**config.mk**
```make
export PLATFORM = sky130hd
export DESIGN_NAME = sdhc_clk_ctrl
export DESIGN_NICKNAME = d
export VERILOG_FILES = /design/src/rtl/sdhc_clk_ctrl.sv
export SDC_FILE = /design/constraint.sdc
export NUM_CORES = 1
export LEC_CHECK = 0
export BUFFER_PORTS_ARGS = -buffer_cell sky130_fd_sc_hd__buf_2
export CAP_MARGIN = 20
export CORE_MARGIN = 2
export CORE_UTILIZATION = 40
export CTS_CLUSTER_SIZE = 14
export DETAILED_ROUTE_END_ITERATION = 6
export PLACE_DENSITY = 0.58
export SYNTH_ARGS = -nofsm -noshare
export SYNTH_HDL_FRONTEND = slang
export SYNTH_SLANG_ARGS = --single-unit
export TNS_END_PERCENT = 1
```
**constraint.sdc**
```tcl
create_clock -name C -period 3.85 [get_ports C]
set_clock_uncertainty 0.1 [all_clocks]
set_input_delay 0.77 -clock C [delete_from_list [all_inputs] [get_ports C]]
set_output_delay 0.77 -clock C [all_outputs]
set_load 0.05 [all_outputs]
```
**src/rtl/sdhc_clk_ctrl.sv**
```systemverilog
// SDCLK generator driving the D1/D2/CE/R pins of a DDR output cell.
// Supports a programmable half-period divider, a bypass mode, glitch-free start/stop and a flow-control hold.
module sdhc_clk_ctrl #(
  parameter int DIV_W = 10
) (
  input  logic             C,
  input  logic             R,
  input  logic [DIV_W-1:0] div_i,
  input  logic             clk_en_i,
  input  logic             stop_req_i,
  output logic             oddr_d1_o,
  output logic             oddr_d2_o,
  output logic             oddr_ce_o,
  output logic             oddr_r_o,
  output logic             sd_rise_o,
  output logic             sd_fall_o,
  output logic             running_o,
  output logic             clk_stable_o
);

  typedef enum logic [1:0] {IDLE, RUN, HOLD} state_t;
  localparam logic PH_LOW  = 1'b0;
  localparam logic PH_HIGH = 1'b1;

  state_t           state;
  logic             phase;
  logic [DIV_W-1:0] cnt;
  logic [DIV_W-1:0] div_q;

  logic last_cnt, boundary, decide, go_run, go_idle, go_hold;

  assign oddr_r_o = R;

  // Bypass makes every cycle a boundary; otherwise only the last low-phase cycle.
  assign last_cnt = (cnt == div_q - DIV_W'(1));
  assign boundary = (div_q == '0) || (phase == PH_LOW && last_cnt);
  assign decide   = (state != RUN) || boundary;
  assign go_run   = decide && clk_en_i && !stop_req_i;
  assign go_idle  = decide && !clk_en_i;
  assign go_hold  = decide && clk_en_i && stop_req_i && (state != IDLE);

  always_ff @(posedge C) begin
    if (R) begin
      state        <= IDLE;
      phase        <= PH_LOW;
      cnt          <= '0;
      div_q        <= '0;
      oddr_d1_o    <= 1'b0;
      oddr_d2_o    <= 1'b0;
      oddr_ce_o    <= 1'b0;
      sd_rise_o    <= 1'b0;
      sd_fall_o    <= 1'b0;
      running_o    <= 1'b0;
      clk_stable_o <= 1'b0;
    end else begin
      oddr_ce_o <= 1'b1;
      sd_rise_o <= 1'b0;
      sd_fall_o <= 1'b0;
      if (go_run) begin
        // New period: reload divider, open with a high phase.
        state        <= RUN;
        div_q        <= div_i;
        cnt          <= '0;
        phase        <= PH_HIGH;
        running_o    <= 1'b1;
        oddr_d1_o    <= 1'b1;
        oddr_d2_o    <= (div_i != '0);
        sd_rise_o    <= 1'b1;
        sd_fall_o    <= (div_i == '0);
        clk_stable_o <= clk_stable_o | (state == RUN);
      end else if (go_idle) begin
        state        <= IDLE;
        cnt          <= '0;
        phase        <= PH_LOW;
        running_o    <= 1'b0;
        oddr_d1_o    <= 1'b0;
        oddr_d2_o    <= 1'b0;
        clk_stable_o <= 1'b0;
      end else if (go_hold) begin
        state        <= HOLD;
        cnt          <= '0;
        phase        <= PH_LOW;
        running_o    <= 1'b0;
        oddr_d1_o    <= 1'b0;
        oddr_d2_o    <= 1'b0;
        clk_stable_o <= clk_stable_o | (state == RUN);
      end else if (state == RUN) begin
        if (last_cnt) begin
          // Only the high phase can end here; the low-phase end is a boundary.
          phase     <= PH_LOW;
          cnt       <= '0;
          oddr_d1_o <= 1'b0;
          oddr_d2_o <= 1'b0;
          sd_fall_o <= 1'b1;
        end else begin
          cnt <= cnt + DIV_W'(1);
        end
      end
    end
  end

endmodule

```
Word level (Yosys, flattened, before mapping):

Index checks and enable logic that the tools add are counted.

* flip-flop bits (word level): 29
* input port bits: 14
* output and inout bits: 8
* logic and storage cells: 61

* $add $sub $neg: 2
* eq/ne operators: 3
* muxes and demuxes: 23
* bitwise gates (word level): 2
* reductions and logical operators: 20

Operators with widths (number)
* $mux W1: 22
* $logic_not A10 Y1: 2
* $add A10 B1 Y10 const B: 1
* $eq A10 B10 Y1: 1
* $mux W10: 1
* $reduce_bool A10 Y1: 1
* $sub A10 B1 Y10 const B: 1
* $reduce_bool A4 Y1: 2
* $logic_and A1 B1 Y1: 6
* $reduce_or A4 Y1: 1
* $reduce_bool A3 Y1: 1
* $reduce_or A3 Y1: 1
* $eq A2 B1 Y1 const B: 1
* $logic_not A1 Y1: 2
* $logic_or A1 B1 Y1: 2
* $ne A2 B1 Y1 const B: 1
* $reduce_and A2 Y1: 1
* $reduce_bool A2 Y1: 1
* $not A1 Y1: 1
* $or A1 B1 Y1: 1

Depth between registers and ports, before layout:

Gate-level depths: netlist of the first run.

* word-level depth: 11
* gate-level depth with buffers: 10
* mapped depth without buffers: 9

Worst setup path before layout of the first run:

Ideal clock, no wire load.

* path type: reg2reg
* start point: register div_q[0]
* end point: register div_q[1]
* arrival time: 2.504 ns
* required time: 3.678 ns
* path slack: 1.175 ns
* cell stages (with the launch flop): 11
* buffers on the path: 1
* clock period less this slack: 2.675 ns
* path through: dfxtp_1 -> inv_1 -> ha_1 -> or3b_1 -> nor4_1 -> o21ai_0 -> a2111oi_4 -> a31o_2 -> nor3b_4 -> buf_6 -> mux2i_1

* word-level cells in the longest chain between the ends: 7
* elaborated cells between the ends (all ways): 8
* those cells by class: add/sub: 1; eq/ne: 1; reduce/logical: 6

RTL lines
* start, declared: line 28 `logic [DIV_W-1:0] div_q;`
* start signal, assigned: line 62 `div_q <= div_i;`
* $sub A10 B1 Y10: line 35 `assign last_cnt = (cnt == div_q - DIV_W'(1));`
* $eq A10 B10 Y1: line 35
* $logic_and A1 B1 Y1: line 36 `assign boundary = (div_q == '0) || (phase == PH_LOW && last_cnt);`
* $logic_or A1 B1 Y1 (*): line 36
* $logic_or A1 B1 Y1 (*): line 37 `assign decide = (state != RUN) || boundary;`
* $logic_and A1 B1 Y1 (*) (2 in a row): line 38 `assign go_run = decide && clk_en_i && !stop_req_i;`

Every way passes the cells marked *; elsewhere a longest branch is shown, timed or not.
A chain may end at the register's enable or synchronous reset.

Final worst setup path of the first run:

* start point: register div_q[0]
* end point: register div_q[7]

The elaborated chain is that of the path after synthesis.

==> results of run 1 <==
[logic make-up (layout without fill, tap and decap cells)]
family	after synthesis	count (layout)	share of synthesized area [%]
muxes	11	11	6.91
DFF	28	28	34.8
adders and majority gates	2	2	1.55
buffers and inverters	16	31	4.97
and+or+nand+nor	91	91	28.0
xor gates and xnor gates	19	19	10.3
AOI/OAI and AO/OA	28	28	13.5
[metal layers]
metal | vias up | routed length (um) | GRT usage, %
met5 | - | 0 | 0
met4 | 0 | 53 | 6.12
met3 | 5 | 86 | 3.00
met2 | 19 | 1370 | 25.4
met1 | 588 | 1790 | 24.9
li1 | 709 | - | -
[cells in the mapped netlist, types with 2 or more instances]
library cell   n  area (sq um)
or4_1          2          15.0
nand3_1       10          50.1
nand2_1       32           120
ha_1           2          25.0
o21ai_0        4          20.0
nor3_1         4          20.0
xor2_1        10          87.6
buf_6          2          22.5
or3_1          2          12.5
inv_1          6          22.5
a21oi_1        5          25.0
xnor2_1        9          78.8
and3_1         5          31.3
nor2_1        21          78.8
mux2i_1       10           100
dfxtp_1       28           561
a21boi_0       3          22.5
o32ai_1        2          17.5
nor2b_1        2          12.5
nor4_1         5          31.3
clkbuf_1       5          18.8
[metrics by stage]
step                      std cells  power, mW  area [sq um]  utilization, %  setup slack, ns
final                           260      0.602          1770            44.8            0.667
after floorplan                 195      0.420          1610               -             1.17
after global placement          257      0.447          1730            43.8            0.755
after detailed placement        257      0.447          1730            43.8            0.688
after global routing            260      0.634          1770            44.8            0.476
after CTS                       260      0.609          1770            44.8            0.670
[worst max-delay path, delay by kind of cell (launching register included)]
kind	cells	cell delay, ns
mux	1	0.25
flops	1	0.37
buf+inv	1	0.07
fa+ha+maj	1	0.23
compound gates	3	0.89
simple gates	3	1.19
[worst paths after layout]
kind / from / to / cells past startpoint
worst max-delay path: div_q[0] / div_q[7] / 9
worst min-delay path: oddr_d2_o / oddr_d2_o / 2
worst max register to register: div_q[0] / div_q[7] / 9
worst min register to register: oddr_d2_o / oddr_d2_o / 2
[sequential cells by signal, summed over array words and instances, names as in the netlist]
| signal | count |
|---|---|
| sd_rise_o | 1 |
| div_q | 10 |
| cnt | 10 |
| sd_fall_o | 1 |
| state | 1 |
| clk_stable_o | 1 |
| running_o | 1 |
| oddr_d2_o | 1 |
| oddr_ce_o | 1 |
| phase | 1 |
[power breakdown]
part           internal, mW  switching (mW)  total [mW]  leakage, nW
sequential            0.299          0.0127       0.312        0.228
combinational        0.0507          0.0774       0.128        0.454
clock                0.0706          0.0910       0.162       0.0216
total                 0.421           0.181       0.602        0.703
[layout by cell type, fill, tap and decap left out, drive strengths merged, types with 3 or more instances in the layout]
| master | n |
|---|---|
| xor2 | 10 |
| dfxtp | 28 |
| a21oi | 5 |
| nand3 | 10 |
| a21boi | 3 |
| clkbuf | 3 |
| nand2 | 32 |
| o21ai | 5 |
| and3 | 5 |
| or4 | 3 |
| nor3 | 4 |
| buf | 21 |
| inv | 7 |
| nor2 | 21 |
| nor4 | 5 |
| mux2i | 10 |
| xnor2 | 9 |
[cell type report]
class	count	share of cell area, %
Clock buffer	3	2.34
Inverter	7	1.49
Multi-Input combinational cell	151	55.0
Tap cell	50	3.54
Timing Repair Buffer	21	5.95
Sequential cell	28	31.7
==> qor.yml, run 1 <==
status: "completed"
grt-ovfl-total: 0
io_pins: 22
hold_class: "reg -> reg"
syn_avg_cell_area_sq_um: 8.26
critical_path_class: "reg -> reg"
htree_num_levels: 1
drc_errors: 0
multiInputGateArea_sq_um: 971
die_h_um: 67.5
yosysSeqAreaShare_pct: 34.8
detail-route-antenna-nets: 0
p_per_area_mw_per_mm2: 341
path_cells: "inv_1 > ha_1 > or3b_1 > nor4_1 > o21ai_0 > a2111oi_4 > a31o_2 > nor3b_4 > mux2i_1"
final_max_slew_viol_count: 0
hold_slack_ns: 0.370
worstPathArrival_ns: 3.30
postSynthNetCount: 211
synth_area_sq_mm: 0.00161
nNetsFinal: 228
endpoint_kind: "register"
cap_violations: 0
portBuffers: 21
seq_area_sq_um: 561
fmax_mhz: 314
finalHoldViolations: 0
fin_crit_ns: 3.18
rows: 23
cpMaxStageDelayCell: "nor3b_4"
r2r_slack_ns: 0.67
dieArea_sq_mm: 0.00455
ys_seq_elements: 28
grt_usage_pct: 17.2
syn_inst: 195
grt_max_degree: 26
root_buffer: "clkbuf_8"
synth_edf_count: 0
cts_hold_buf: 0
numCtsBuffers: 3
hpwl_um: 2580
cp_max_fo: 11
tritoncts: "done"
irDropWorstVdd_v: 0.000139
grt_pass1_wl_um: 5880
antenna_found_initial: 0
area_growth_pct: 9.63
leakagePower_nw: 0.703
clock_latency_ns: 0.28
fillers: 394
ys.flop_type: "dfxtp_1"
clk_pin_slew_ns: 0.09
max_slew_margin_pct: 53.7
clock_path_buffers: 2
gp_congestion: 0.882
setup_viol: 0
wirelength_um: 3290
critPathMaxStageDelay_ns: 0.61
firstDrtPassIters: 4
tns_ns: 0
n_antenna_cell: 0
wl_per_cell_um: 12.7
async_flop_share_pct: 0
die_w_um: 67.5
cts.sinks: 28
cts_resized: 0
crit_required_ns: 3.96
crit_path_start_kind: "register"
grt_pass1_vias: 1246
vias: 1321
initial_core_util_pct: 40.9
netlist-cell-type-count: 47
core_area_sq_mm: 0.00394
drive_above_1_share_pct: 14.8
post_cts_buffers: 0
rsz0062_at_grt: "no"
yosys_warnings: 0
viasPerCell: 5.08
drt-initial-drc-count: 55
timing.final.crit_share_pct: 82.7
worst_slew_pin_slew_ns: 0.694
No activity file was read; power rests on OpenSTA's default activity.
==> run 2, diff against run 1 <==
==> constraint.sdc (replaced) <==
create_clock -name C -period 3.05 [get_ports C]
set_clock_uncertainty 0.1 [all_clocks]
set_input_delay 0.61 -clock C [delete_from_list [all_inputs] [get_ports C]]
set_output_delay 0.61 -clock C [all_outputs]
set_load 0.05 [all_outputs]
==> qor.yml, run 2 (synthesis gave the netlist of run 1 again) <==
dpl.cell_count: 260  # +1.2%
reg_top3: "cnt: 10 flops, div_q: 10 flops"
final_max_slew_viol_count: 0  # unchanged
rows: 23  # unchanged
switchingPower_uw: 233  # +29%
fin_cells: 265  # +1.9%
tns_ns: 0  # unchanged
drc_errors: 0  # unchanged
postLayoutCoreUtil_pct: 46.7  # +1.9 points
gp_congestion: 0.841  # -4.6%
leakagePower_nw: 0.740  # +5.2%
hold_class: "reg -> reg"
clock_latency_ns: 0.28  # about the same
path_delay_family: "compound AO/OA/AOI/OAI gates"
cpMaxStageDelayCell: "or3b_1"
swShare_pct: 27.1  # -3.0 points
irDropWorstVdd_v: 0.000312  # +120%
area_growth_pct: 14.3
path_cells: "inv_1 > ha_2 > or3b_1 > nor4_1 > o21ai_0 > a2111oi_4 > a31o_2 > nor3b_4 > buf_12 > mux2i_1"
antenna_found_initial: 0  # unchanged
hold_slack_ns: 0.373  # +0.00336 ns
worst_slew_pin_slew_ns: 0.505  # -0.189 ns
crit_required_ns: 3.16  # -0.80 ns
grt-ovfl-total: 0  # unchanged
grt_pass1_vias: 1250  # +0.32%
nNetsFinal: 232  # +1.8%
numCtsBuffers: 3  # unchanged
root_buffer: "clkbuf_8"
status: "completed"
timing.final.crit_share_pct: 91.1  # +8.4 points
viasPerCell: 5.11  # +0.64%
critPathMaxStageDelay_ns: 0.40  # -0.21 ns
mostFrequentLayoutCells: "nand2_1 (32), dfxtp_1 (28), nor2_1 (21), buf_2 (21)"
vias: 1355  # +2.6%
pwr-share-clk_pct: 34.3  # +7.4 points
comb_power_share_pct: 19.9  # -1.4 points
cp_max_fo: 11  # unchanged
io_pins: 22  # unchanged
tritoncts: "done"
initial_core_util_pct: 40.9  # unchanged
cap_violations: 0  # unchanged
fmax_mhz: 360  # +15%
max_slew_margin_pct: 66.0  # +12 points
portBuffers: 21  # unchanged
cts_hold_buf: 0  # unchanged
grt_max_degree: 26  # unchanged
n_antenna_cell: 0  # unchanged
wirelength_um: 3250  # -1.3%
dieArea_sq_mm: 0.00455  # unchanged
fin_area_sq_mm: 0.00184  # +4.2%
die_w_um: 67.5  # unchanged
endpoint_kind: "register"
path_buf_inv: 2  # +1
dpl_cell_area_sq_mm: 0.00176  # +2.0%
crit_path_start_kind: "register"
drive_above_1_share_pct: 17.2  # +2.4 points
die_h_um: 67.5  # unchanged
core_area_sq_mm: 0.00394  # unchanged
grt_usage_pct: 16.4  # -0.77 points
clock_path_buffers: 2  # unchanged
worstPathArrival_ns: 2.89  # -0.41 ns
finalHoldViolations: 0  # unchanged
cts.sinks: 28  # unchanged
rsz0062_at_grt: "no"
clk_pin_slew_ns: 0.10  # about the same
wl_per_cell_um: 12.3  # -3.2%
p_per_area_mw_per_mm2: 467  # +37%
grt_pass1_wl_um: 5730  # -2.5%
p_seq_share_pct: 45.8  # -6.1 points
critical_path_class: "reg -> reg"
htree_num_levels: 1  # unchanged
internal_power_uw: 626  # +49%
setup_viol: 0  # unchanged
final_common_cell: "nand2_1"
fin_crit_ns: 2.78  # -0.406 ns
drt-initial-drc-count: 50  # -9.1%
hpwl_um: 2520  # -2.2%
firstDrtPassIters: 4  # unchanged
detail-route-antenna-nets: 0  # unchanged
run 2: changes by cell type in the layout (fill, tap and decap cells not counted):
cell,before,now
buf_4,0,3
buf_12,0,1
ha_1,2,1
bufinv_16,0,1
ha_2,0,1
run 2: timing repair:
| item | in CTS | in global routing |
|---|---|---|
| resized for setup | 0 | 1 |
| endpoints found under the hold margin | 0 | 0 |
| buffers inserted | 0 | 1 |
| setup endpoints to repair | 0 | 11 |
run 2: stage by stage:
step,total power [mW],setup slack (ns)
6_report,0.859,0.272
5_1_grt,0.905,0.00342
3_5_place_dp,0.573,0.179
3_3_place_gp,0.574,0.252
4_1_cts,0.869,0.164
2_1_floorplan,0.530,0.375
run 2: worst paths after layout:
path / from / to / slack, ns / cells after the start
worst max-delay path: div_q[0] / div_q[9] / 0.27 / 10
worst min-delay path: oddr_d2_o / oddr_d2_o / 0.37 / 2
worst max register to register: div_q[0] / div_q[9] / 0.27 / 10
worst min register to register: oddr_d2_o / oddr_d2_o / 0.37 / 2
run 2: metal layers:
metal | track usage, % | vias to the layer above | routed length, um
li1 | - | 719 | -
met1 | 23.3 | 617 | 1710
met2 | 25.5 | 19 | 1440
met3 | 4.00 | 0 | 97
met4 | 2.81 | 0 | 0
met5 | 0 | - | 0
run 2: cell type report:
| cell class | count | area, sq um |
|---|---|---|
| fill | 387 | 2100 |
| multi-input combinational | 151 | 973 |
| sequential | 28 | 561 |
| timing repair buffer | 25 | 148 |
| tap | 50 | 62.6 |
| clock buffer | 3 | 41.3 |
| clock inverter | 1 | 30.0 |
| inverter | 7 | 26.3 |
run 2: power by group through the flow:
stage,combinational [mW],sequential (mW),clock [mW]
finish,0.171,0.394,0.295
global route,0.192,0.396,0.317
CTS,0.171,0.394,0.304
detailed placement,0.171,0.402,0
global placement,0.172,0.402,0
floorplan,0.119,0.412,0
run 2: tightest hold or removal path: stages, from the launching register on:
cell and delay (ns):
dfxtp_1 0.32, nand2_1 0.06, o2bb2ai_1 0.06
